**src/rtl/amiga_daug_dram_ctl.sv**
```systemverilog
// amiga_daug_dram_ctl
//   Clocked DRAM controller for a 68000 bus. It multiplexes row and column
//   addresses, sequences RAS/CAS with byte-lane CAS, runs queued
//   CAS-before-RAS refresh, gates writes when write protect is set, and
//   generates _DTACK. External latches and buffers are driven by _CDR and _CDW.
//
// Ports
//   CLK, RST          clock, asynchronous active-high reset
//   A                 68000 word address, bits [2*ROW_BITS+BANK_BITS:1]
//   SEL               external address decode hit (active high)
//   _AS/_UDS/_LDS     68000 strobes (active low)
//   _PRW              1 = read, 0 = write
//   WP_SET            one-clock pulse that sets write protect
//   MA                multiplexed DRAM address
//   _RAS              per-bank row strobes
//   _CASU/_CASL       byte-lane column strobes
//   _WE               DRAM write enable
//   _CDR/_CDW         read-latch output enable / write-buffer enable
//   _DTACK            cycle acknowledge
//   WPRO              write protect active
//   REF_OVF           sticky flag: a refresh request was lost
module amiga_daug_dram_ctl #(
  parameter int ROW_BITS     = 8,
  parameter int BANKS        = 2,
  parameter int T_RCD        = 2,
  parameter int T_CAS        = 2,
  parameter int T_RP         = 3,
  parameter int REF_INTERVAL = 108
) (
  input  logic                              CLK,
  input  logic                              RST,
  input  logic [2*ROW_BITS+$clog2(BANKS):1] A,
  input  logic                              SEL,
  input  logic                              _AS,
  input  logic                              _UDS,
  input  logic                              _LDS,
  input  logic                              _PRW,
  input  logic                              WP_SET,
  output logic [ROW_BITS-1:0]               MA,
  output logic [BANKS-1:0]                  _RAS,
  output logic                              _CASU,
  output logic                              _CASL,
  output logic                              _WE,
  output logic                              _CDR,
  output logic                              _CDW,
  output logic                              _DTACK,
  output logic                              WPRO,
  output logic                              REF_OVF
);

  localparam int BANK_BITS = $clog2(BANKS);
  localparam int BW        = (BANK_BITS > 0) ? BANK_BITS : 1;
  localparam int CNT_W     = $clog2(T_RCD + T_CAS + T_RP + 1);
  localparam int TMR_W     = $clog2(REF_INTERVAL + 1);

  typedef enum logic [2:0] {
    S_IDLE, S_ROW, S_COL, S_ACK, S_PRE, S_RCAS, S_RRAS
  } state_t;

  state_t              state_q, state_d;
  logic [CNT_W-1:0]    cnt_q, cnt_d;
  logic [TMR_W-1:0]    tmr_q, tmr_d;
  logic [1:0]          pend_q, pend_d;
  logic                ovf_q, ovf_d;
  logic                wpro_q, wpro_d;
  logic                prot_q, prot_d;
  logic [ROW_BITS-1:0] ma_q, ma_d;
  logic [BANKS-1:0]    ras_n_q, ras_n_d;
  logic                casu_n_q, casu_n_d;
  logic                casl_n_q, casl_n_d;
  logic                we_n_q, we_n_d;
  logic                cdr_n_q, cdr_n_d;
  logic                cdw_n_q, cdw_n_d;
  logic                dtack_n_q, dtack_n_d;

  // Cycle attributes captured at start and held for the whole access
  logic [ROW_BITS-1:0] row_q, col_q;
  logic [BW-1:0]       bank_q;
  logic                rd_q, uds_n_q, lds_n_q;

  logic [BW-1:0]       bank_w;
  logic                start, hold, in_row, in_col, ref_req, ref_done;

  if (BANKS > 1) begin : g_bank
    assign bank_w = A[2*ROW_BITS+BANK_BITS:2*ROW_BITS+1];
  end else begin : g_nobank
    assign bank_w = '0;
  end

  always_comb begin
    state_d = state_q;
    cnt_d   = cnt_q;
    start   = 1'b0;
    prot_d  = prot_q;
    wpro_d  = wpro_q | WP_SET;

    case (state_q)
      S_IDLE: begin
        // Refresh wins over an access requested in the same clock
        if (pend_q != 2'd0) begin
          state_d = S_RCAS;
        end else if (!_AS && SEL && (!_UDS || !_LDS)) begin
          state_d = S_ROW;
          cnt_d   = CNT_W'(T_RCD - 1);
          start   = 1'b1;
          prot_d  = wpro_q && !_PRW;
        end
      end
      S_ROW: begin
        if (cnt_q == '0) begin
          state_d = S_COL;
          cnt_d   = CNT_W'(T_CAS - 1);
        end else begin
          cnt_d = cnt_q - CNT_W'(1);
        end
      end
      S_COL: begin
        if (cnt_q == '0) state_d = S_ACK;
        else             cnt_d   = cnt_q - CNT_W'(1);
      end
      S_ACK: begin
        if (_AS) begin
          state_d = S_PRE;
          cnt_d   = CNT_W'(T_RP - 1);
        end
      end
      S_PRE: begin
        if (cnt_q == '0) state_d = S_IDLE;
        else             cnt_d   = cnt_q - CNT_W'(1);
      end
      S_RCAS: begin
        state_d = S_RRAS;
        cnt_d   = CNT_W'(T_RCD + T_CAS - 1);
      end
      S_RRAS: begin
        if (cnt_q == '0) begin
          state_d = S_PRE;
          cnt_d   = CNT_W'(T_RP - 1);
        end else begin
          cnt_d = cnt_q - CNT_W'(1);
        end
      end
      default: state_d = S_IDLE;
    endcase

    // Outputs are a registered decode of the current state, so every strobe
    // lags its state entry by one clock. ACK releases on the edge that
    // samples _AS high.
    hold   = (state_q == S_ACK) && !_AS;
    in_row = (state_q == S_ROW) || (state_q == S_COL) || hold;
    in_col = (state_q == S_COL) || hold;

    ma_d      = in_col ? col_q : (in_row ? row_q : '0);
    ras_n_d   = '1;
    casu_n_d  = 1'b1;
    casl_n_d  = 1'b1;
    we_n_d    = 1'b1;
    cdr_n_d   = 1'b1;
    cdw_n_d   = 1'b1;
    dtack_n_d = !hold;

    if (in_row && !prot_q) ras_n_d[bank_q] = 1'b0;
    if (in_row && !rd_q && !prot_q) begin
      we_n_d  = 1'b0;
      cdw_n_d = 1'b0;
    end
    if (in_col && !prot_q) begin
      casu_n_d = uds_n_q;
      casl_n_d = lds_n_q;
    end
    if (in_col && rd_q) cdr_n_d = 1'b0;

    if (state_q == S_RCAS || state_q == S_RRAS) begin
      casu_n_d = 1'b0;
      casl_n_d = 1'b0;
    end
    if (state_q == S_RRAS) ras_n_d = '0;

    // Refresh timer and pending queue; a request coinciding with a
    // completed refresh cancels out.
    ref_req  = (tmr_q == '0);
    tmr_d    = ref_req ? TMR_W'(REF_INTERVAL - 1) : tmr_q - TMR_W'(1);
    ref_done = (state_q == S_RRAS) && (cnt_q == '0);
    pend_d   = pend_q;
    ovf_d    = ovf_q;
    if (ref_req && !ref_done) begin
      if (pend_q == 2'd3) ovf_d  = 1'b1;
      else                pend_d = pend_q + 2'd1;
    end else if (!ref_req && ref_done) begin
      pend_d = pend_q - 2'd1;
    end
  end

  always_ff @(posedge CLK or posedge RST) begin
    if (RST) begin
      state_q   <= S_IDLE;
      cnt_q     <= '0;
      tmr_q     <= TMR_W'(REF_INTERVAL - 1);
      pend_q    <= '0;
      ovf_q     <= 1'b0;
      wpro_q    <= 1'b0;
      prot_q    <= 1'b0;
      ma_q      <= '0;
      ras_n_q   <= '1;
      casu_n_q  <= 1'b1;
      casl_n_q  <= 1'b1;
      we_n_q    <= 1'b1;
      cdr_n_q   <= 1'b1;
      cdw_n_q   <= 1'b1;
      dtack_n_q <= 1'b1;
    end else begin
      state_q   <= state_d;
      cnt_q     <= cnt_d;
      tmr_q     <= tmr_d;
      pend_q    <= pend_d;
      ovf_q     <= ovf_d;
      wpro_q    <= wpro_d;
      prot_q    <= prot_d;
      ma_q      <= ma_d;
      ras_n_q   <= ras_n_d;
      casu_n_q  <= casu_n_d;
      casl_n_q  <= casl_n_d;
      we_n_q    <= we_n_d;
      cdr_n_q   <= cdr_n_d;
      cdw_n_q   <= cdw_n_d;
      dtack_n_q <= dtack_n_d;
    end
  end

  // Address and strobe capture; only meaningful while an access is active
  always_ff @(posedge CLK) begin
    if (start) begin
      row_q   <= A[2*ROW_BITS:ROW_BITS+1];
      col_q   <= A[ROW_BITS:1];
      bank_q  <= bank_w;
      rd_q    <= _PRW;
      uds_n_q <= _UDS;
      lds_n_q <= _LDS;
    end
  end

  assign MA      = ma_q;
  assign _RAS    = ras_n_q;
  assign _CASU   = casu_n_q;
  assign _CASL   = casl_n_q;
  assign _WE     = we_n_q;
  assign _CDR    = cdr_n_q;
  assign _CDW    = cdw_n_q;
  assign _DTACK  = dtack_n_q;
  assign WPRO    = wpro_q;
  assign REF_OVF = ovf_q;

endmodule
```
**config.mk**
```make
export PLATFORM = sky130hd
export DESIGN_NAME = amiga_daug_dram_ctl
export DESIGN_NICKNAME = d
export VERILOG_FILES = /design/src/rtl/amiga_daug_dram_ctl.sv
export SDC_FILE = /design/constraint.sdc
export NUM_CORES = 1
export LEC_CHECK = 0
export BUFFER_PORTS_ARGS = -buffer_cell sky130_fd_sc_hd__buf_4
export CAP_MARGIN = 10
export CORE_MARGIN = 4
export CORE_UTILIZATION = 30
export CTS_CLUSTER_SIZE = 16
export DETAILED_ROUTE_END_ITERATION = 16
export GPL_ROUTABILITY_DRIVEN = 0
export SYNTH_ARGS = -nofsm -noshare
export SYNTH_HDL_FRONTEND = slang
export SYNTH_SLANG_ARGS = --single-unit
export TNS_END_PERCENT = 100
```
**constraint.sdc**
```tcl
create_clock -name CLK -period 2.19 [get_ports CLK]
set_input_delay 0 -clock CLK [delete_from_list [all_inputs] [get_ports CLK]]
set_output_delay 0 -clock CLK [all_outputs]
set_load 0.03 [all_outputs]
```
==> results of run 1 <==
## area by class of cell
type	instances	area [µm²]	area share [%]
Sequential cell	53	1441	46.96
Multi-Input combinational cell	122	772.0	25.15
Timing Repair Buffer	70	580.6	18.92
Tap cell	99	123.9	4.036
Clock buffer	5	68.82	2.242
Clock inverter	3	41.29	1.345
Inverter	11	41.29	1.345
## final timing paths
kind	start	end	slack [ns]	cells after the start
min in group asynchronous	RST	MA[2]$_DFF_PP0_	0.33	4
hold reg to reg	rd_q$_DFFE_PP_	_CDR$_DFF_PP1_	0.45	1
max in group asynchronous	RST	tmr_q[1]$_DFF_PP1_	1.51	4
setup reg to reg	state_q[2]$_DFFE_PP0P_	pend_q[0]$_DFFE_PP0P_	0.44	4
setup / recovery	state_q[2]$_DFFE_PP0P_	pend_q[0]$_DFFE_PP0P_	0.44	4
hold / removal	_AS	_CDW$_DFF_PP1_	0.02	3
## flip-flops by register name, indices dropped and copies added, names as in the netlist, 2 cells and up
register,flops
cnt_q,3
_RAS,2
row_q,8
pend_q,2
state_q,3
col_q,8
MA,8
tmr_q,7
## layout by cell type (no fill, tap or decap), drive strengths merged, types with 4 or more instances in the layout
cell type and count:
nor2b 4, dfrtp 21, edfxtp 20, clkbuf 5, nand2 15, a21oi 9
buf 48, a22oi 10, nor2 22, ha 4, dfstp 12, dlygate4sd3 22
inv 10, nor3 4, o21ai 11
## synthesized netlist by cell type (4+ instances only)
master | count | area (µm²)
nand2_1 | 14 | 52.55
buf_4 | 4 | 30.03
o21ai_0 | 10 | 50.05
ha_1 | 4 | 50.05
a22oi_1 | 10 | 75.07
inv_1 | 10 | 37.54
nor2_1 | 21 | 78.83
a21oi_1 | 9 | 45.04
edfxtp_1 | 20 | 600.6
dfstp_2 | 12 | 315.3
dfrtp_1 | 21 | 525.5
nor2b_1 | 4 | 25.02
## critical path, delay by kind of cell, from the launching register on
family | cells | cell delay (ns)
AO/OA/AOI/OAI | 3 | 0.67
flip-flops | 1 | 0.69
AND/OR/NAND/NOR | 1 | 0.28
## per-layer routing
| metal | track usage, % | part of all wire, % |
|---|---|---|
| met5 | 0 | 0 |
| met4 | 3.791 | 1.4 |
| met3 | 3.049 | 5.2 |
| met2 | 18.99 | 51 |
| met1 | 14.13 | 43 |
## repair_timing
item	in CTS	in global routing
hold buffers	22	0
endpoints found under the hold margin	42	0
resized for setup	0	0
## through the flow
step	hold WS [ns]	std cells	power [mW]	utilization, %
floorplan	0.09887	196	2.224	-
global placement	0.1368	333	2.537	37.16
global route	0.02240	363	3.435	41.65
CTS	0.005476	363	3.231	41.65
finish	0.01547	363	3.201	41.65
detailed placement	0.1378	333	2.534	37.16
## power breakdown
part / switching (mW) / internal [mW] / total, mW
Sequential: 0.158 / 1.20 / 1.36
Combinational: 0.683 / 0.507 / 1.19
Clock: 0.315 / 0.337 / 0.652
Total: 1.16 / 2.04 / 3.20
## logic make-up (layout without fill, tap and decap cells)
| kind of cell | Yosys count | count (layout) | share of synthesized area [%] |
|---|---|---|---|
| AOI/OAI and AO/OA | 50 | 50 | 15.06 |
| xor gates and xnor gates | 5 | 5 | 1.890 |
| adders and majority gates | 4 | 4 | 2.160 |
| buffers and inverters | 21 | 89 | 4.482 |
| DFF | 53 | 53 | 62.20 |
| muxes | 2 | 2 | 0.9179 |
| and+or+nand+nor | 61 | 61 | 13.28 |
==> flow_metrics.tcl, run 1 <==
set metrics [dict create \
    placed_cell_area_mm2 0.002739 \
    die_h_um 95.89 \
    drcViolationCount 0 \
    post-route-period-util_pct 79.95 \
    grtUsageTotal_pct 11.33 \
    crit_path_start_kind "register" \
    grt_max_degree 34 \
    grt_first_pass_wirelength_um 8073 \
    power_per_cell_area_mw_per_mm2 1043 \
    via_count 1697 \
    drive_gt1_share_pct 28.79 \
    netlist_area_mm2 0.002317 \
    grt_pass1_vias 1725 \
    hpwl_um 3264 \
    numCtsBuffers 5 \
    drt_iter0_drc 95 \
    synth_cells 196 \
    maxSlewHeadroom_pct 64.90 \
    setup_violations 0 \
    cts_setup_buffers 0 \
    clockRootBuffer "clkbuf_8" \
    clk_latency_ns 0.30 \
    die_w_um 95.89 \
    crit_chain "nand4b_1 > a211oi_1 > a21o_1 > a21oi_1" \
    cp_slowest_cell "dfrtp_1" \
    num_rows 31 \
    path_class "register to register" \
    routedWlPerCell_um 13.07 \
    design.portCount 43 \
    cts.clk_slew.worst_paths_ns 0.10 \
    synth.ff_latch_count 53 \
    yosysWarnings 0 \
    nets 292 \
    vias_per_cell 4.675 \
    first_pass_iters 4 \
    min_period_ns 1.751 \
    cts_tree "built" \
    io_buffers 42 \
    numClockSinks 53 \
    num_antenna_cells 0 \
    tightest_slew_ns 0.5265 \
    fin_skew_ns 0.007361 \
    area_growth_pct 32.45 \
    worstPathArrival_ns 1.93 \
    grt_setup_unrepaired "no" \
    syn_nets 225 \
    synth_ff_type "dfrtp_1" \
    floorplan.initialDensity_pct 31.44 \
    avgSynthCellArea_um2 11.82 \
    path_max_fanout 16 \
    min_path_type "input port to register" \
    hold_viol_final 0 \
    cp.required_ns 2.37 \
    core_area_mm2 0.007370 \
    dp_slack_ns 0.4784 \
    fillCellCount 717 \
    ant_nets 0 \
    status "complete, no violations" \
    wirelength_um 4746 \
    drv_cap 0 \
    ir_drop_mv 0.4652 \
    synth-edff-count 20 \
    synth-seq-area-share_pct 62.20 \
    fin_area_mm2 0.003069 \
    die-area_mm2 0.009194 \
    cts.path.max_buffers 2 \
    finalSetupTns_ns 0 \
    setup_slack_ns 0.4390 \
    slew_viol_final 0 \
    cpPeakStageDelay_ns 0.69 \
    static-leakage-power_nw 1.290 \
    grt_overflow_total 0 \
    synth.distinct_cells 50 \
    critPathCaptureType "register" \
    async_flop_share_pct 62.26 \
    antenna_found_initial 0 \
    cts_htree_levels 2 \
    timing.fmax_mhz 571.1 \
]
No activity file was read; power rests on OpenSTA's default activity.
==> run 2: changes to the inputs <==
==> constraint.sdc (replaced) <==
create_clock -name CLK -period 1.5 [get_ports CLK]
set_input_delay 0 -clock CLK [delete_from_list [all_inputs] [get_ports CLK]]
set_output_delay 0 -clock CLK [all_outputs]
set_load 0.03 [all_outputs]
==> run 2 against run 1 <==
Sequential power rose by 42%. Total power rose by 56%. Global-route usage rose by 0.31 points. Maximum frequency rose by 18%. Critical path depth rose by 2. Final cell count rose by 5.8%. Die area did not move. Design area rose by 7.5%. Clock skew barely moved.
==> flow_metrics.tcl, run 2 (synthesized netlist as in run 1, its figures left out) <==
set metrics [dict create \
    cts.path.max_buffers 2 \
    hold_viol_final 0 \
    most-common-layout-cells "buf_4 (67), dlygate4sd3_1 (22), nor2_1 (21)" \
    num_antenna_cells 0 \
    die_w_um 95.89 \
    placed_cells 350 \
    die-area_mm2 0.009194 \
    path_max_fanout 3 \
    setup_violations 0 \
    grt_use_met2_pct 19.28 \
    maxSlewHeadroom_pct 71.32 \
    cts_tree "built" \
    hpwl_um 3602 \
    ir_drop_mv 0.4666 \
    path_class "register to register" \
    drcViolationCount 0 \
    timing.fmax_mhz 672.9 \
    multiInputGateArea_um2 830.8 \
    design.portCount 43 \
    p_total_mw 4.999 \
    via_count 1780 \
    grtUsageTotal_pct 11.65 \
    grt_setup_unrepaired "yes" \
    power_per_cell_area_mw_per_mm2 1515 \
    floorplan.initialDensity_pct 31.44 \
    numCtsBuffers 5 \
    min_path_type "input port to register" \
    worstPathArrival_ns 1.69 \
    slew_viol_final 0 \
    critPathCaptureType "register" \
    routedWlPerCell_um 13.18 \
    cp.required_ns 1.71 \
    status "complete, no violations" \
    drv_cap 0 \
    busiest_layer "met2" \
    finalSetupTns_ns 0 \
    holdPathStages 3 \
    antenna_found_initial 0 \
    whs_ns 0.05744 \
    grt_first_pass_wirelength_um 8114 \
    tightest_slew_ns 0.4270 \
    nets 313 \
    cts.clk_slew.worst_paths_ns 0.10 \
    grtUsageMet3_pct 2.737 \
    static-leakage-power_nw 1.392 \
    grt_overflow_total 0 \
    clk_latency_ns 0.31 \
    grt_max_degree 34 \
    drive_gt1_share_pct 38.60 \
    dp_slack_ns -0.05722 \
    first_pass_iters 4 \
    ant_nets 0 \
    die_h_um 95.89 \
    final_cells 384 \
    numClockSinks 53 \
    setup_slack_ns 0.01395 \
    cts_htree_levels 2 \
    regArea_mm2 0.001443 \
    vias_per_cell 4.635 \
    num_rows 31 \
    reg2reg_depth 6 \
    fillCellCount 684 \
    area_growth_pct 42.39 \
    min_period_ns 1.486 \
    io_buffers 42 \
    final_common_cell "buf_4" \
    drt_iter0_drc 107 \
    fin_skew_ns 0.006937 \
    wirelength_um 5061 \
    use_met1_pct 14.68 \
    crit_path_start_kind "register" \
    clockRootBuffer "clkbuf_8" \
    post-route-period-util_pct 99.07 \
    grt_pass1_vias 1714 \
    core_area_mm2 0.007370 \
]
run 2: critical path, cell delays in order, from the launching register on:
cell	delay [ns]
dfrtp_1	0.37
inv_2	0.05
ha_4	0.15
nor2b_4	0.12
a22o_1	0.23
a32o_2	0.25
o211a_1	0.21
run 2: final cells by class:
type                    instances  area share [%]
clock buffers                   5           2.086
clock inverters                 3          0.8722
multi-input cells             122           25.18
repair buffers                 91           23.13
flip-flops and latches         53           43.72
well taps                      99           3.754
inverters                      11           1.251
run 2: through the flow:
stage	util [%]	cell area, µm²
2_1_floorplan	-	2347
5_1_grt	44.77	3299
3_3_place_gp	39.64	2922
4_1_cts	44.38	3271
3_5_place_dp	39.64	2922
6_report	44.77	3299
run 2: power by group:
group | switching, mW | total [mW] | internal (mW)
clock network | 0.505 | 0.855 | 0.350
registers | 0.169 | 1.93 | 1.76
logic | 1.18 | 2.22 | 1.04
run 2: final timing paths:
kind / from / end / slack (ns)
worst min-delay path: _AS / _CDW$_DFF_PP1_ / 0.06
worst max-delay path: cnt_q[0]$_DFFE_PP0P_ / cnt_q[2]$_DFFE_PP0P_ / 0.01
max in group asynchronous: RST / _RAS[1]$_DFF_PP1_ / 0.83
worst max register to register: cnt_q[0]$_DFFE_PP0P_ / cnt_q[2]$_DFFE_PP0P_ / 0.01
worst min register to register: rd_q$_DFFE_PP_ / _CDR$_DFF_PP1_ / 0.46
min in group asynchronous: RST / MA[2]$_DFF_PP0_ / 0.33
run 2: per-layer routing:
| metal | routed length [µm] | vias to the layer above |
|---|---|---|
| met5 | 0 | - |
| met1 | 2232 | 850 |
| met3 | 237 | 7 |
| li1 | - | 881 |
| met2 | 2513 | 42 |
| met4 | 78 | 0 |
run 2: timing repair:
item | 4_1_cts | 5_1_grt
pin swaps | 4 | 4
endpoints found under the hold margin | 42 | 0
hold buffers | 22 | 0
endpoints found under the setup margin | 5 | 10
setup buffers | 2 | 3
resized for setup | 5 | 4
==> run 3: changes to the inputs <==
--- a/config.mk
+++ b/config.mk
@@ -12,6 +12,7 @@
 export CTS_CLUSTER_SIZE = 16
 export DETAILED_ROUTE_END_ITERATION = 16
 export GPL_ROUTABILITY_DRIVEN = 0
+export PLACE_DENSITY = 0.55
 export SYNTH_ARGS = -nofsm -noshare
 export SYNTH_HDL_FRONTEND = slang
 export SYNTH_SLANG_ARGS = --single-unit
==> run 3 against run 2 <==
The flow now finishes with violations (setup timing). Clock power down 0.9%. First-iteration DRC count down 51%. Routed wire length up 5.6%. Sequential power about the same. Global-route usage up 0.64 points.
==> flow_metrics.tcl, run 3 (synthesized netlist as in run 1, its figures left out) <==
set metrics [dict create \
    status "complete, but fails checks" \
    violations "setup timing" \
    r2r_start "tmr_q[0]$_DFF_PP1_" \
    path_max_fanout 4 \
    area_growth_pct 43.14 \
    via_count 1791 \
    crit_path_start_kind "register" \
    antenna_found_initial 0 \
    numCtsBuffers 5 \
    die_h_um 95.89 \
    hpwl_um 3575 \
    die-area_mm2 0.009194 \
    numClockSinks 53 \
    grt_max_degree 34 \
    final_common_cell "buf_4" \
    drcViolationCount 0 \
    clockRootBuffer "clkbuf_8" \
    min_path_type "input port to register" \
    vias_per_cell 4.640 \
    placed_cells 351 \
    worstPathArrival_ns 1.72 \
    dp_slack_ns -0.05031 \
    path_class "register to register" \
    setup_violations 3 \
    drive_gt1_share_pct 39.37 \
    tightest_slew_ns 0.4333 \
    min_period_ns 1.522 \
    floorplan.initialDensity_pct 31.44 \
    critPathCaptureType "register" \
    cp.required_ns 1.70 \
    grt_pass1_vias 1809 \
    nets 315 \
    wirelength_um 5346 \
    num_rows 31 \
    slew_viol_final 0 \
    grtUsageTotal_pct 12.29 \
    power_per_cell_area_mw_per_mm2 1505 \
    num_antenna_cells 0 \
    core_area_mm2 0.007370 \
    fin_area_mm2 0.003317 \
    grt_overflow_total 0 \
    reg2reg_depth 6 \
    cts.clk_slew.worst_paths_ns 0.10 \
    first_pass_iters 4 \
    routedWlPerCell_um 13.85 \
    post-route-period-util_pct 101.4 \
    p_total_mw 4.991 \
    die_w_um 95.89 \
    ir_drop_mv 0.7224 \
    cts.path.max_buffers 2 \
    setup_slack_ns -0.02165 \
    timing.fmax_mhz 657.2 \
    most-common-layout-cells "buf_4 (69), dlygate4sd3_1 (22), dfrtp_1 (20), nor2_1 (20), edfxtp_1 (20)" \
    crit_start "tmr_q[0]$_DFF_PP1_" \
    static-leakage-power_nw 1.409 \
    r2r_slack_ns -0.02 \
    drv_cap 0 \
    grt_first_pass_wirelength_um 8673 \
    maxSlewHeadroom_pct 71.11 \
    post-route-util_pct 45.01 \
    placed_cell_area_mm2 0.002917 \
    clk_latency_ns 0.31 \
    ant_nets 0 \
    drt_iter0_drc 52 \
    cts_tree "built" \
    hold_viol_final 0 \
    endpoint "pend_q[0]$_DFFE_PP0P_" \
    grt_setup_unrepaired "yes" \
    final_cells 386 \
    design.portCount 43 \
    cts_htree_levels 2 \
    io_buffers 42 \
    r2r_end "pend_q[0]$_DFFE_PP0P_" \
    fin_skew_ns 0.01003 \
]
==> run 3: worst max-delay path: stages (launching register included) <==
cell,delay [ns]
dfstp_2,0.55
inv_1,0.05
ha_2,0.18
nor2b_4,0.14
a211oi_4,0.30
a21o_1,0.14
a21oi_2,0.06
==> run 3: what timing repair did <==
item | 4_1_cts | 5_1_grt
buffers inserted | 4 | 1
pin swaps | 6 | 9
resized for setup | 3 | 10
endpoints found under the setup margin | 5 | 19
hold buffers | 22 | 0
hold endpoints to repair | 42 | 0
==> run 3: cell type report <==
cell class / instances / area, µm²
Clock buffer: 5 / 68.82
Tap cell: 99 / 123.9
Fill cell: 705 / 4053
Timing Repair Buffer: 93 / 769.5
Inverter: 11 / 41.29
Sequential cell: 53 / 1443
Multi-Input combinational cell: 122 / 844.6
Clock inverter: 3 / 26.28
==> run 3: how the worst min path moves through the flow <==
stage	start	end	slack, ns	cells after the start
4_1_cts	_AS	_CDW$_DFF_PP1_	0.003	3
2_1_floorplan	A[17]	bank_q$_DFFE_PP_	0.1	0
5_1_grt	_AS	_CDW$_DFF_PP1_	0.03	3
6_report	_AS	_CDW$_DFF_PP1_	0.02	3
3_3_place_gp	RST	MA[7]$_DFF_PP0_	0.14	3
3_5_place_dp	RST	MA[7]$_DFF_PP0_	0.14	3
==> run 3: metrics by stage <==
stage | TNS, ns | hold slack (ns)
3_5_place_dp | -0.1298 | 0.1364
5_1_grt | -0.3696 | 0.02635
2_1_floorplan | -0.04613 | 0.09887
6_report | -0.04501 | 0.02397
4_1_cts | -0.08181 | 0.003034
3_3_place_gp | -0.01998 | 0.1402
==> run 3: metal layers <==
| metal | part of all wire (%) | global-route usage (%) | vias up |
|---|---|---|---|
| li1 | - | - | 880 |
| met1 | 46 | 16.35 | 876 |
| met2 | 50 | 20.38 | 28 |
| met4 | 1.4 | 3.555 | 0 |
| met5 | 0 | 0 | - |
| met3 | 2.5 | 2.346 | 7 |
==> run 3: report_power, final <==
part           leakage [nW]  internal [mW]  switching [mW]  total [mW]
combinational         0.796           1.02            1.19        2.22
sequential            0.565           1.76           0.168        1.93
clock                0.0487          0.341           0.505       0.847
total                  1.41           3.12            1.87        4.99
